<file path="src/rtl/spi_frame_receiver_pkg.sv">
// Shared constants and types for the SPI frame receiver that feeds the
// HUB75 panel frame buffer.
//  PANEL_COLUMNS / PANEL_ROW_PAIRS : panel geometry
//  PIXEL_COUNT / PIXEL_ADDR_W      : pixels per frame and pixel index width
//  BITS_PER_PIXEL / SYNC_STAGES    : default receiver parameters
//  rx_state_e                      : receiver FSM states
`timescale 1ns/1ps
package spi_frame_receiver_pkg;
    localparam int PANEL_COLUMNS   = 64;
    localparam int PANEL_ROW_PAIRS = 16;
    localparam int PIXEL_COUNT     = PANEL_COLUMNS * PANEL_ROW_PAIRS;
    localparam int PIXEL_ADDR_W    = $clog2(PIXEL_COUNT);
    localparam int BITS_PER_PIXEL  = 16;
    localparam int SYNC_STAGES     = 2;

    typedef enum logic [1:0] {
        IDLE,
        RECEIVE,
        FRAME_END
    } rx_state_e;
endpackage

</file>
<file path="src/rtl/spi_frame_receiver_if.sv">
// Bundles the SPI pins and the pixel-RAM write / status signals of the
// frame receiver.
//  slave  : the receiver (samples spi_*, drives wr_* and status)
//  master : the SPI host / environment side
`timescale 1ns/1ps
interface spi_frame_receiver_if #(
    parameter int BITS_PER_PIXEL = 16,
    parameter int PIXEL_COUNT    = 1024
);
    localparam int ADDR_W = $clog2(PIXEL_COUNT) + 1;

    logic                      spi_clk;
    logic                      spi_mosi;
    logic                      spi_ss;
    logic                      wr_en;
    logic [ADDR_W-1:0]         wr_addr;
    logic [BITS_PER_PIXEL-1:0] wr_data;
    logic                      display_buffer;
    logic                      frame_done;
    logic                      frame_error;
    logic                      busy;

    modport slave (
        input  spi_clk, spi_mosi, spi_ss,
        output wr_en, wr_addr, wr_data, display_buffer, frame_done, frame_error, busy
    );

    modport master (
        output spi_clk, spi_mosi, spi_ss,
        input  wr_en, wr_addr, wr_data, display_buffer, frame_done, frame_error, busy
    );
endinterface

</file>
<file path="src/rtl/spi_frame_receiver_input_sync.sv">
// Synchronises the three asynchronous SPI inputs into the clk domain and
// detects the rising edge of the synchronised SPI clock.
//  clk, n_reset              : system clock, async active-low reset
//  spi_clk, spi_mosi, spi_ss : raw SPI pins
//  sclk_rise                 : one-cycle pulse on synced spi_clk 0->1
//  mosi, ss                  : synced data and select
// All three chains have equal depth, so mosi stays aligned with its edge.
`timescale 1ns/1ps
module spi_input_sync #(
    parameter int SYNC_STAGES = 2
) (
    input  logic clk,
    input  logic n_reset,
    input  logic spi_clk,
    input  logic spi_mosi,
    input  logic spi_ss,
    output logic sclk_rise,
    output logic mosi,
    output logic ss
);
    logic [SYNC_STAGES-1:0] sclk_sync;
    logic [SYNC_STAGES-1:0] mosi_sync;
    logic [SYNC_STAGES-1:0] ss_sync;
    logic                   sclk_prev;

    // Preset to the idle bus state so reset never fakes an edge or a select.
    always_ff @(posedge clk or negedge n_reset) begin
        if (!n_reset) begin
            sclk_sync <= '0;
            mosi_sync <= '0;
            ss_sync   <= '1;
            sclk_prev <= 1'b0;
        end else begin
            sclk_sync <= {sclk_sync[SYNC_STAGES-2:0], spi_clk};
            mosi_sync <= {mosi_sync[SYNC_STAGES-2:0], spi_mosi};
            ss_sync   <= {ss_sync[SYNC_STAGES-2:0], spi_ss};
            sclk_prev <= sclk_sync[SYNC_STAGES-1];
        end
    end

    assign sclk_rise = sclk_sync[SYNC_STAGES-1] & ~sclk_prev;
    assign mosi      = mosi_sync[SYNC_STAGES-1];
    assign ss        = ss_sync[SYNC_STAGES-1];
endmodule

</file>
<file path="src/rtl/spi_frame_receiver.sv">
// SPI frame receiver: assembles MSB-first pixels from a mode-0 SPI stream
// and writes them into the back half of a double-buffered pixel RAM. The
// front/back flag flips only after an exact-length frame.
//  clk, n_reset : system clock, async active-low reset
//  bus (slave)  : spi_clk/spi_mosi/spi_ss in; wr_en/wr_addr/wr_data,
//                 display_buffer, frame_done, frame_error, busy out
`timescale 1ns/1ps
module spi_frame_receiver #(
    parameter int BITS_PER_PIXEL = spi_frame_receiver_pkg::BITS_PER_PIXEL,
    parameter int PIXEL_COUNT    = spi_frame_receiver_pkg::PIXEL_COUNT,
    parameter int SYNC_STAGES    = spi_frame_receiver_pkg::SYNC_STAGES
) (
    input logic                  clk,
    input logic                  n_reset,
    spi_frame_receiver_if.slave  bus
);
    import spi_frame_receiver_pkg::*;

    localparam int              A        = $clog2(PIXEL_COUNT);
    localparam int              BIT_W    = $clog2(BITS_PER_PIXEL);
    localparam logic [BIT_W-1:0] LAST_BIT = BIT_W'(BITS_PER_PIXEL - 1);
    localparam logic [A:0]      FULL     = (A+1)'(PIXEL_COUNT);

    logic sclk_rise;
    logic mosi_s;
    logic ss_s;

    spi_input_sync #(.SYNC_STAGES(SYNC_STAGES)) u_sync (
        .clk      (clk),
        .n_reset  (n_reset),
        .spi_clk  (bus.spi_clk),
        .spi_mosi (bus.spi_mosi),
        .spi_ss   (bus.spi_ss),
        .sclk_rise(sclk_rise),
        .mosi     (mosi_s),
        .ss       (ss_s)
    );

    rx_state_e                 state, state_nxt;
    logic [BITS_PER_PIXEL-2:0] shift_q;
    logic [BIT_W-1:0]          bit_cnt;
    logic [A:0]                pixel_idx;   // one extra bit so it can hold PIXEL_COUNT
    logic                      overflow;
    logic                      take_bit;
    logic                      word_end;
    logic                      frame_ok;
    logic [BITS_PER_PIXEL-1:0] word;

    logic                      wr_en_q;
    logic [A:0]                wr_addr_q;
    logic [BITS_PER_PIXEL-1:0] wr_data_q;
    logic                      disp_q;
    logic                      done_q;
    logic                      err_q;

    always_ff @(posedge clk or negedge n_reset) begin
        if (!n_reset) state <= IDLE;
        else          state <= state_nxt;
    end

    // Select release beats a coincident clock edge: in RECEIVE a bit is
    // only taken while the synced select is still low.
    always_comb begin
        state_nxt = state;
        take_bit  = 1'b0;
        unique case (state)
            IDLE:      if (!ss_s) state_nxt = RECEIVE;
            RECEIVE: begin
                if (ss_s) state_nxt = FRAME_END;
                else      take_bit  = sclk_rise;
            end
            FRAME_END: state_nxt = IDLE;
            default:   state_nxt = IDLE;
        endcase
    end

    assign word     = {shift_q, mosi_s};
    assign word_end = take_bit && (bit_cnt == LAST_BIT);
    assign frame_ok = (pixel_idx == FULL) && (bit_cnt == '0) && !overflow;

    always_ff @(posedge clk or negedge n_reset) begin
        if (!n_reset) begin
            shift_q   <= '0;
            bit_cnt   <= '0;
            pixel_idx <= '0;
            overflow  <= 1'b0;
            wr_en_q   <= 1'b0;
            wr_addr_q <= '0;
            wr_data_q <= '0;
            disp_q    <= 1'b0;
            done_q    <= 1'b0;
            err_q     <= 1'b0;
        end else begin
            wr_en_q <= 1'b0;
            done_q  <= 1'b0;
            err_q   <= 1'b0;

            if (take_bit) begin
                shift_q <= word[BITS_PER_PIXEL-2:0];
                bit_cnt <= word_end ? '0 : bit_cnt + 1'b1;
                if (word_end) begin
                    // Past the end of the frame: remember it, but never wrap
                    // around and overwrite pixel 0.
                    if (pixel_idx == FULL) begin
                        overflow <= 1'b1;
                    end else begin
                        wr_en_q   <= 1'b1;
                        wr_data_q <= word;
                        wr_addr_q <= {~disp_q, pixel_idx[A-1:0]};
                        pixel_idx <= pixel_idx + 1'b1;
                    end
                end
            end

            if (state == FRAME_END) begin
                if (frame_ok) begin
                    disp_q <= ~disp_q;
                    done_q <= 1'b1;
                end else begin
                    err_q  <= 1'b1;
                end
                shift_q   <= '0;
                bit_cnt   <= '0;
                pixel_idx <= '0;
                overflow  <= 1'b0;
            end
        end
    end

    assign bus.wr_en          = wr_en_q;
    assign bus.wr_addr        = wr_addr_q;
    assign bus.wr_data        = wr_data_q;
    assign bus.display_buffer = disp_q;
    assign bus.frame_done     = done_q;
    assign bus.frame_error    = err_q;
    assign bus.busy           = (state == RECEIVE);
endmodule

</file>
<file path="src/flat_wrapper.sv">
// flat-port wrapper written by rule: the top's interface ports become plain ports
module spi_frame_receiver_flat import spi_frame_receiver_pkg::*;
#(
    parameter int BITS_PER_PIXEL = spi_frame_receiver_pkg::BITS_PER_PIXEL,
    parameter int PIXEL_COUNT    = spi_frame_receiver_pkg::PIXEL_COUNT,
    parameter int SYNC_STAGES    = spi_frame_receiver_pkg::SYNC_STAGES
)
  (clk, n_reset, bus_spi_clk, bus_spi_mosi, bus_spi_ss, bus_wr_en, bus_wr_addr, bus_wr_data, bus_display_buffer, bus_frame_done, bus_frame_error, bus_busy);
  spi_frame_receiver_if #(.BITS_PER_PIXEL(BITS_PER_PIXEL), .PIXEL_COUNT(PIXEL_COUNT)) bus_i ();
  input logic clk;
  input logic n_reset;
  input wire logic [$bits(bus_i.spi_clk)-1:0] bus_spi_clk;
  input wire logic [$bits(bus_i.spi_mosi)-1:0] bus_spi_mosi;
  input wire logic [$bits(bus_i.spi_ss)-1:0] bus_spi_ss;
  output wire logic [$bits(bus_i.wr_en)-1:0] bus_wr_en;
  output wire logic [$bits(bus_i.wr_addr)-1:0] bus_wr_addr;
  output wire logic [$bits(bus_i.wr_data)-1:0] bus_wr_data;
  output wire logic [$bits(bus_i.display_buffer)-1:0] bus_display_buffer;
  output wire logic [$bits(bus_i.frame_done)-1:0] bus_frame_done;
  output wire logic [$bits(bus_i.frame_error)-1:0] bus_frame_error;
  output wire logic [$bits(bus_i.busy)-1:0] bus_busy;
  assign bus_i.spi_clk = bus_spi_clk;
  assign bus_i.spi_mosi = bus_spi_mosi;
  assign bus_i.spi_ss = bus_spi_ss;
  assign bus_wr_en = bus_i.wr_en;
  assign bus_wr_addr = bus_i.wr_addr;
  assign bus_wr_data = bus_i.wr_data;
  assign bus_display_buffer = bus_i.display_buffer;
  assign bus_frame_done = bus_i.frame_done;
  assign bus_frame_error = bus_i.frame_error;
  assign bus_busy = bus_i.busy;
  spi_frame_receiver #(.BITS_PER_PIXEL(BITS_PER_PIXEL), .PIXEL_COUNT(PIXEL_COUNT), .SYNC_STAGES(SYNC_STAGES)) u_core (.clk(clk), .n_reset(n_reset), .bus(bus_i));
endmodule
</file>
<file path="config.mk">
export PLATFORM = sky130hd
export DESIGN_NAME = spi_frame_receiver_flat
export DESIGN_NICKNAME = d
export VERILOG_FILES = /design/src/rtl/spi_frame_receiver_pkg.sv /design/src/rtl/spi_frame_receiver_if.sv /design/src/rtl/spi_frame_receiver_input_sync.sv /design/src/rtl/spi_frame_receiver.sv /design/src/flat_wrapper.sv
export SDC_FILE = /design/constraint.sdc
export NUM_CORES = 1
export LEC_CHECK = 0
export CAP_MARGIN = 20
export CORE_UTILIZATION = 40
export CTS_BUF_LIST = sky130_fd_sc_hd__clkbuf_4 sky130_fd_sc_hd__clkbuf_8
export DETAILED_ROUTE_END_ITERATION = 12
export PLACE_DENSITY_LB_ADDON = 0.08
export SLEW_MARGIN = 25
export SYNTH_ARGS = -nofsm -noshare
export SYNTH_HDL_FRONTEND = slang
export SYNTH_SLANG_ARGS = --single-unit
</file>
<file path="constraint.sdc">
create_clock -name clk -period 1.8 [get_ports clk]
set_input_delay 0.45 -clock clk [delete_from_list [all_inputs] [get_ports clk]]
set_output_delay 0.45 -clock clk [all_outputs]
set_load 0.005 [all_outputs]
</file>
**Word level (Yosys, flattened, before mapping)**

Index checks and enable logic that the tools add are counted.

- Input bits: 5
- Output and inout port bits: 32
- Logic and storage cells: 67
- Register bits after elaboration: 71

- Bitwise operators: 4
- Eq/ne operators: 7
- Mux-type cells: 25
- Reduce and logical (&&, ||, !) cells: 14
- $add $sub $neg: 2

Operator list:

| operator | number |
|---|---|
| $mux 11 | 4 |
| $mux 15 | 2 |
| $mux 1 | 13 |
| $mux 4 | 3 |
| $add 11x1->11 const B | 1 |
| $eq 11x11->1 const B | 1 |
| $reduce_and 3->1 | 3 |
| $reduce_bool 2->1 | 3 |
| $add 4x1->4 const B | 1 |
| $eq 4x4->1 const B | 1 |
| $logic_not 4->1 | 1 |
| $mux 2 | 2 |
| $ne 2x2->1 const B | 2 |
| $pmux 2 s2 | 1 |
| $reduce_and 2->1 | 2 |
| $logic_and 1x1->1 | 3 |
| $not 1->1 | 3 |
| $eq 2x1->1 const B | 1 |
| $eq 2x2->1 const B | 1 |
| $logic_not 2->1 | 1 |
| $ne 2x1->1 const B | 1 |
| $and 1x1->1 | 1 |
| $logic_not 1->1 | 1 |

**Logic depth before layout (Yosys ltp)**

- Word-level depth: 8
- Mapped depth: 8

**By module**

A second synthesis with hierarchy kept.

- Cells, all modules: 253
- Area total of the unflattened synthesis: 2999.1 um^2

Modules (own cells, without submodules):

| module | instances | area an instance (um^2) | cells each | sequential area each (um^2) |
|---|---|---|---|---|
| spi_frame_receiver | 1 | 2807.7 | 245 | 1601.5 |
| spi_input_sync | 1 | 191.4 | 8 | 177.7 |

**Worst setup path before layout**

Ideal clock, no wire load.

- Kind: register to register
- From: register u_core.pixel_idx[7]
- To: register u_core.wr_addr_q[7], in the netlist u_core.bus.wr_addr[7]
- Data arrival time: 1.742 ns
- Slack: -0.067 ns
- Buffers on the path: 3
- Data required time: 1.675 ns
- Cell stages (with the launch flop): 8
- Cells stage by stage: dfrtp_1 > nor4_1 > and4_1 > clkbuf_1 > nand2b_1 > buf_6 > buf_6 > mux2_2

- Cells in the longest elaborated chain, start to end: 3

RTL lines:

| element | RTL line | source |
|---|---|---|
| from (decl) | spi_frame_receiver.sv:42 | `logic [A:0] pixel_idx;` |
| from (signal assigned) | spi_frame_receiver.sv:110 | `pixel_idx <= pixel_idx + 1'b1;` |
| $eq 11x11->1 | spi_frame_receiver.sv:104 | `if (pixel_idx == FULL) begin` |
| $not 1->1 (no source line) | - |  |
| $reduce_and 3->1 (no source line) | - |  |
| to (signal assigned) | spi_frame_receiver.sv:109 | `wr_addr_q <= {~disp_q, pixel_idx[A-1:0]};` |
| to (decl) | spi_frame_receiver.sv:50 | `logic [A:0] wr_addr_q;` |

Several ways; a longest one is shown, not always the timed one.
A chain may end at the register's enable or synchronous reset.

**Worst setup path after layout**

- From: register u_core.u_sync.sclk_prev
- To: register u_core.pixel_idx[5]

- Cells in the longest elaborated chain, start to end: 7

RTL lines:

| element | RTL line | source |
|---|---|---|
| from (decl) | spi_frame_receiver_input_sync.sv:24 | `logic sclk_prev;` |
| from (signal assigned) | spi_frame_receiver_input_sync.sv:37 | `sclk_prev <= sclk_sync[SYNC_STAGES-1];` |
| $not 1->1 (*) | spi_frame_receiver_input_sync.sv:41 | `assign sclk_rise = sclk_sync[SYNC_STAGES-1] & ~sclk_prev;` |
| $and 1x1->1 (*) | spi_frame_receiver_input_sync.sv:41 |  |
| $mux 1 (*) | spi_frame_receiver.sv:69 | `if (ss_s) state_nxt = FRAME_END;` |
| $mux 1 (*) | spi_frame_receiver.sv:66 | `unique case (state)` |
| $logic_and 1x1->1 | spi_frame_receiver.sv:78 | `assign word_end = take_bit && (bit_cnt == LAST_BIT);` |
| $reduce_bool 2->1 (no source line) | - |  |
| $reduce_and 3->1 (no source line) (*) | - |  |

Mark *: on every way between the ends. The rest lies on a longest branch, timed or not.

==> reports/results.ini <==
[placement]
port_buffers=36
dp_hpwl_um=4050
place_congestion=0.773

[setup_path]
end_kind=flop
critical_path.max_stage_delay_ns=0.54
cp_max_fo=3
cp-start-kind=flop
worst_ep_arrival_time_ns=2.07
crit_path_top_delay_cell=or4b_4
required_ns=2.06
crit_type=flop to flop
critical_path.cell_chain=or4b_4 -> or2_1 -> or4_4 -> a21oi_2

[timing]
tightest_slew_ns=0.433
slew_headroom_pct=70.7
finClkSkew_ns=0.0102
whs_ns=0.0410
drv_slew=0
layout_setup_ws_ns=-0.00914
period_needed_ns=1.81
hold_viol=0
fin_crit_sh_pct=101
finalSetupViolCount=1
clock.fmax_mhz=553
rsz0062_at_grt=yes

[logic_synthesis]
async_reset_ff_share_pct=100
yosysTopAreaCell=dfrtp_1
ys_warn_count=0
synth_area_um2=2930
synth_edf_count=0
synth_fp_nets=262
synthCells=253
synth_seq_area_share_pct=60.8
synth.area.top_cells=dfrtp_1, mux2_2, nand2_1
syn_avg_cell_area_um2=11.6
synth-seq-cells=71
yosysUniqueCellTypes=33
synth-main-ff-cell=dfrtp_1
yosys.area.top_type_share_pct=59.0

[clock_tree]
clock-sinks=71
clkTransAtPathRegs_ns=0.07
h-tree-depth=3
cts_root_buffer=clkbuf_8
cts_buffers=9
clock_path_buffers=2
clkLatencyLatePin_ns=0.34
cts-hold-fix-buffers=0
cts_tree=built

[routing]
wire_per_inst_um=14.3
drc=0
final_antenna_net_count=0
drt-total-wl_um=6040
dr_total_vias=2098
drtIter0Drc=98
firstDrtPassIters=4
vias_per_cell=4.96

[power]
leakage_nw=1.76
p_sw_mw=0.677
swShare_pct=23.2
pwr_density_cell_nw_per_um2=755
vdd_drop_max_mv=0.391
internal-power_mw=2.25
p_seq_share_pct=56.1
combPwrFrac_pct=5.2
power_mw=2.92
clkPwrFrac_pct=38.7

[grt]
track_usage_pct=18.1
grt_pass1_wl_um=10400
grt_pass1_vias=2148
gr-total-overflow=0
antenna_found_initial=0
grt_max_degree=37

[final_layout]
multi_input_area_um2=1100
fill_cells=642
drive_gt1_share_pct=27.8
seqCellArea_um2=1780
synthToLayoutAreaGrowth_pct=32.4
antenna_cells=0
nets=331
final_core_util_pct=55.8

[floorplan]
coreArea_um2=6940
dieHeight_um=87.5
io_pins=37
dieArea_um2=7660
initial_core_util_pct=42.1
die_w_um=87.5
num_rows=30

[run_status]
violations=setup timing
status=finished, violations left

[hold_path]
hold_class=input pin to asynchronous set/reset pin

[job]
cap_violations=0

-- registers in the layout, summed over array words and instances, names as in the netlist --
| register | count |
|---|---|
| u_core.bus.wr_data | 16 |
| u_core.shift_q | 15 |
| u_core.bus.wr_addr | 11 |
| u_core.pixel_idx | 11 |
| u_core.bit_cnt | 4 |
| u_core.state | 2 |
| u_core.u_sync.mosi_sync | 2 |
| u_core.u_sync.sclk_sync | 2 |
| u_core.u_sync.ss_sync | 2 |
| u_core.bus.display_buffer | 1 |
| u_core.bus.frame_done | 1 |
| u_core.bus.frame_error | 1 |
| u_core.bus.wr_en | 1 |
| u_core.overflow | 1 |
| u_core.u_sync.sclk_prev | 1 |
-- per-layer routing --
layer  vias to the layer above  global-route usage, %  share of wire, %  wire (um)
met5                         -                      0                 0          0
met4                         0                   9.24               1.5         93
met3                         8                   4.45               2.7        166
met2                        24                   28.1                47       2860
met1                      1044                   23.6                48       2920
li1                       1022                      -                 -          -
-- path summary, 6_finish.rpt --
check | slack, ns | cells after the start | end | from
worst min register to register | 0.35 | 0 | u_core.u_sync.mosi_sync[1] | u_core.u_sync.mosi_sync[0]
worst max-delay path | -0.009 | 4 | u_core.pixel_idx[5] | u_core.u_sync.sclk_prev
worst max register to register | -0.009 | 4 | u_core.pixel_idx[5] | u_core.u_sync.sclk_prev
worst min-delay path | 0.04 | 1 | u_core.pixel_idx[8] | n_reset
min in group clk | 0.35 | 0 | u_core.u_sync.mosi_sync[1] | u_core.u_sync.mosi_sync[0]
max in group asynchronous | 1.21 | 2 | u_core.shift_q[12] | n_reset
-- Yosys cell counts (2+ instances only) --
cell type  instances
nand3_1            8
clkbuf_1           9
and2_1             2
nor2_1             6
mux2_2            24
and3_1             4
a21oi_1           16
nor4_1             3
dfrtp_1           69
nand2b_1           2
buf_6              3
nand2_1           38
nand4_1            2
or4_1              9
dfstp_2            2
o21ai_0           21
ha_1               4
o31ai_1            9
nor2b_1            2
inv_1              7
-- placed cells by master, fill, tap and decap left out, types with 3 or more instances in the layout --
master and instances:
a21oi_1 13, a21oi_2 3, and3_1 3, buf_12 4, buf_4 29, clkbuf_8 10
clkdlybuf4s50_1 34, clkinv_2 3, dfrtp_1 69, ha_1 3, inv_1 7, mux2_2 24
nand2_1 38, nand3_1 8, nor2_1 4, nor4_1 3, o21ai_0 21, o31ai_1 9
or4_1 6, or4_4 3
-- power groups by stage --
stage | clock network [mW] | logic (mW) | registers [mW]
2_1_floorplan | 0 | 0.0532 | 1.67
4_1_cts | 1.16 | 0.149 | 1.64
3_5_place_dp | 0 | 0.149 | 1.67
5_1_grt | 1.22 | 0.174 | 1.64
3_3_place_gp | 0 | 0.150 | 1.67
6_report | 1.13 | 0.151 | 1.64
-- worst max-delay path: cells and delay by family, from the launching register on --
kind / cells / cell delay, ns
compound gates: 1 / 0.13
simple gates: 3 / 1.20
flops: 1 / 0.41
-- area by class of cell --
| cell class | instances | share of cell area, % |
|---|---|---|
| sequential | 71 | 45.9 |
| multi-input combinational | 162 | 28.4 |
| timing repair buffer | 71 | 17.4 |
| clock buffer | 12 | 3.94 |
| tap | 96 | 3.10 |
| inverter | 7 | 0.678 |
| clock inverter | 4 | 0.581 |
-- repair_timing --
| item | 4_1_cts | 5_1_grt |
|---|---|---|
| setup endpoints to repair | 9 | 31 |
| pin swaps | 4 | 3 |
| gates resized for setup | 3 | 12 |
| setup buffers | 0 | 4 |
| gates cloned | 0 | 0 |
-- logic make-up after synthesis --
family	count (synthesis)	share of synthesized area, %
AOI/OAI and AO/OA	49	9.50
xor gates and xnor gates	1	0.299
adders and majority gates	4	1.71
buffers and inverters	20	3.38
DFF	71	60.8
muxes	25	9.58
and+or+nand+nor	83	14.7
-- stage by stage --
stage	cells	cell area, um^2	worst slack, ns	setup TNS (ns)
finish	423	3870	-0.00914	-0.00914
global route	423	3870	-0.0625	-1.25
CTS	419	3800	-0.0334	-0.0334
detailed placement	403	3620	-0.0434	-0.0434
global placement	403	3620	-0.00503	-0.00503
floorplan	253	2930	-0.00411	-0.0411
Note: power is estimated with default switching activity, not from simulation.
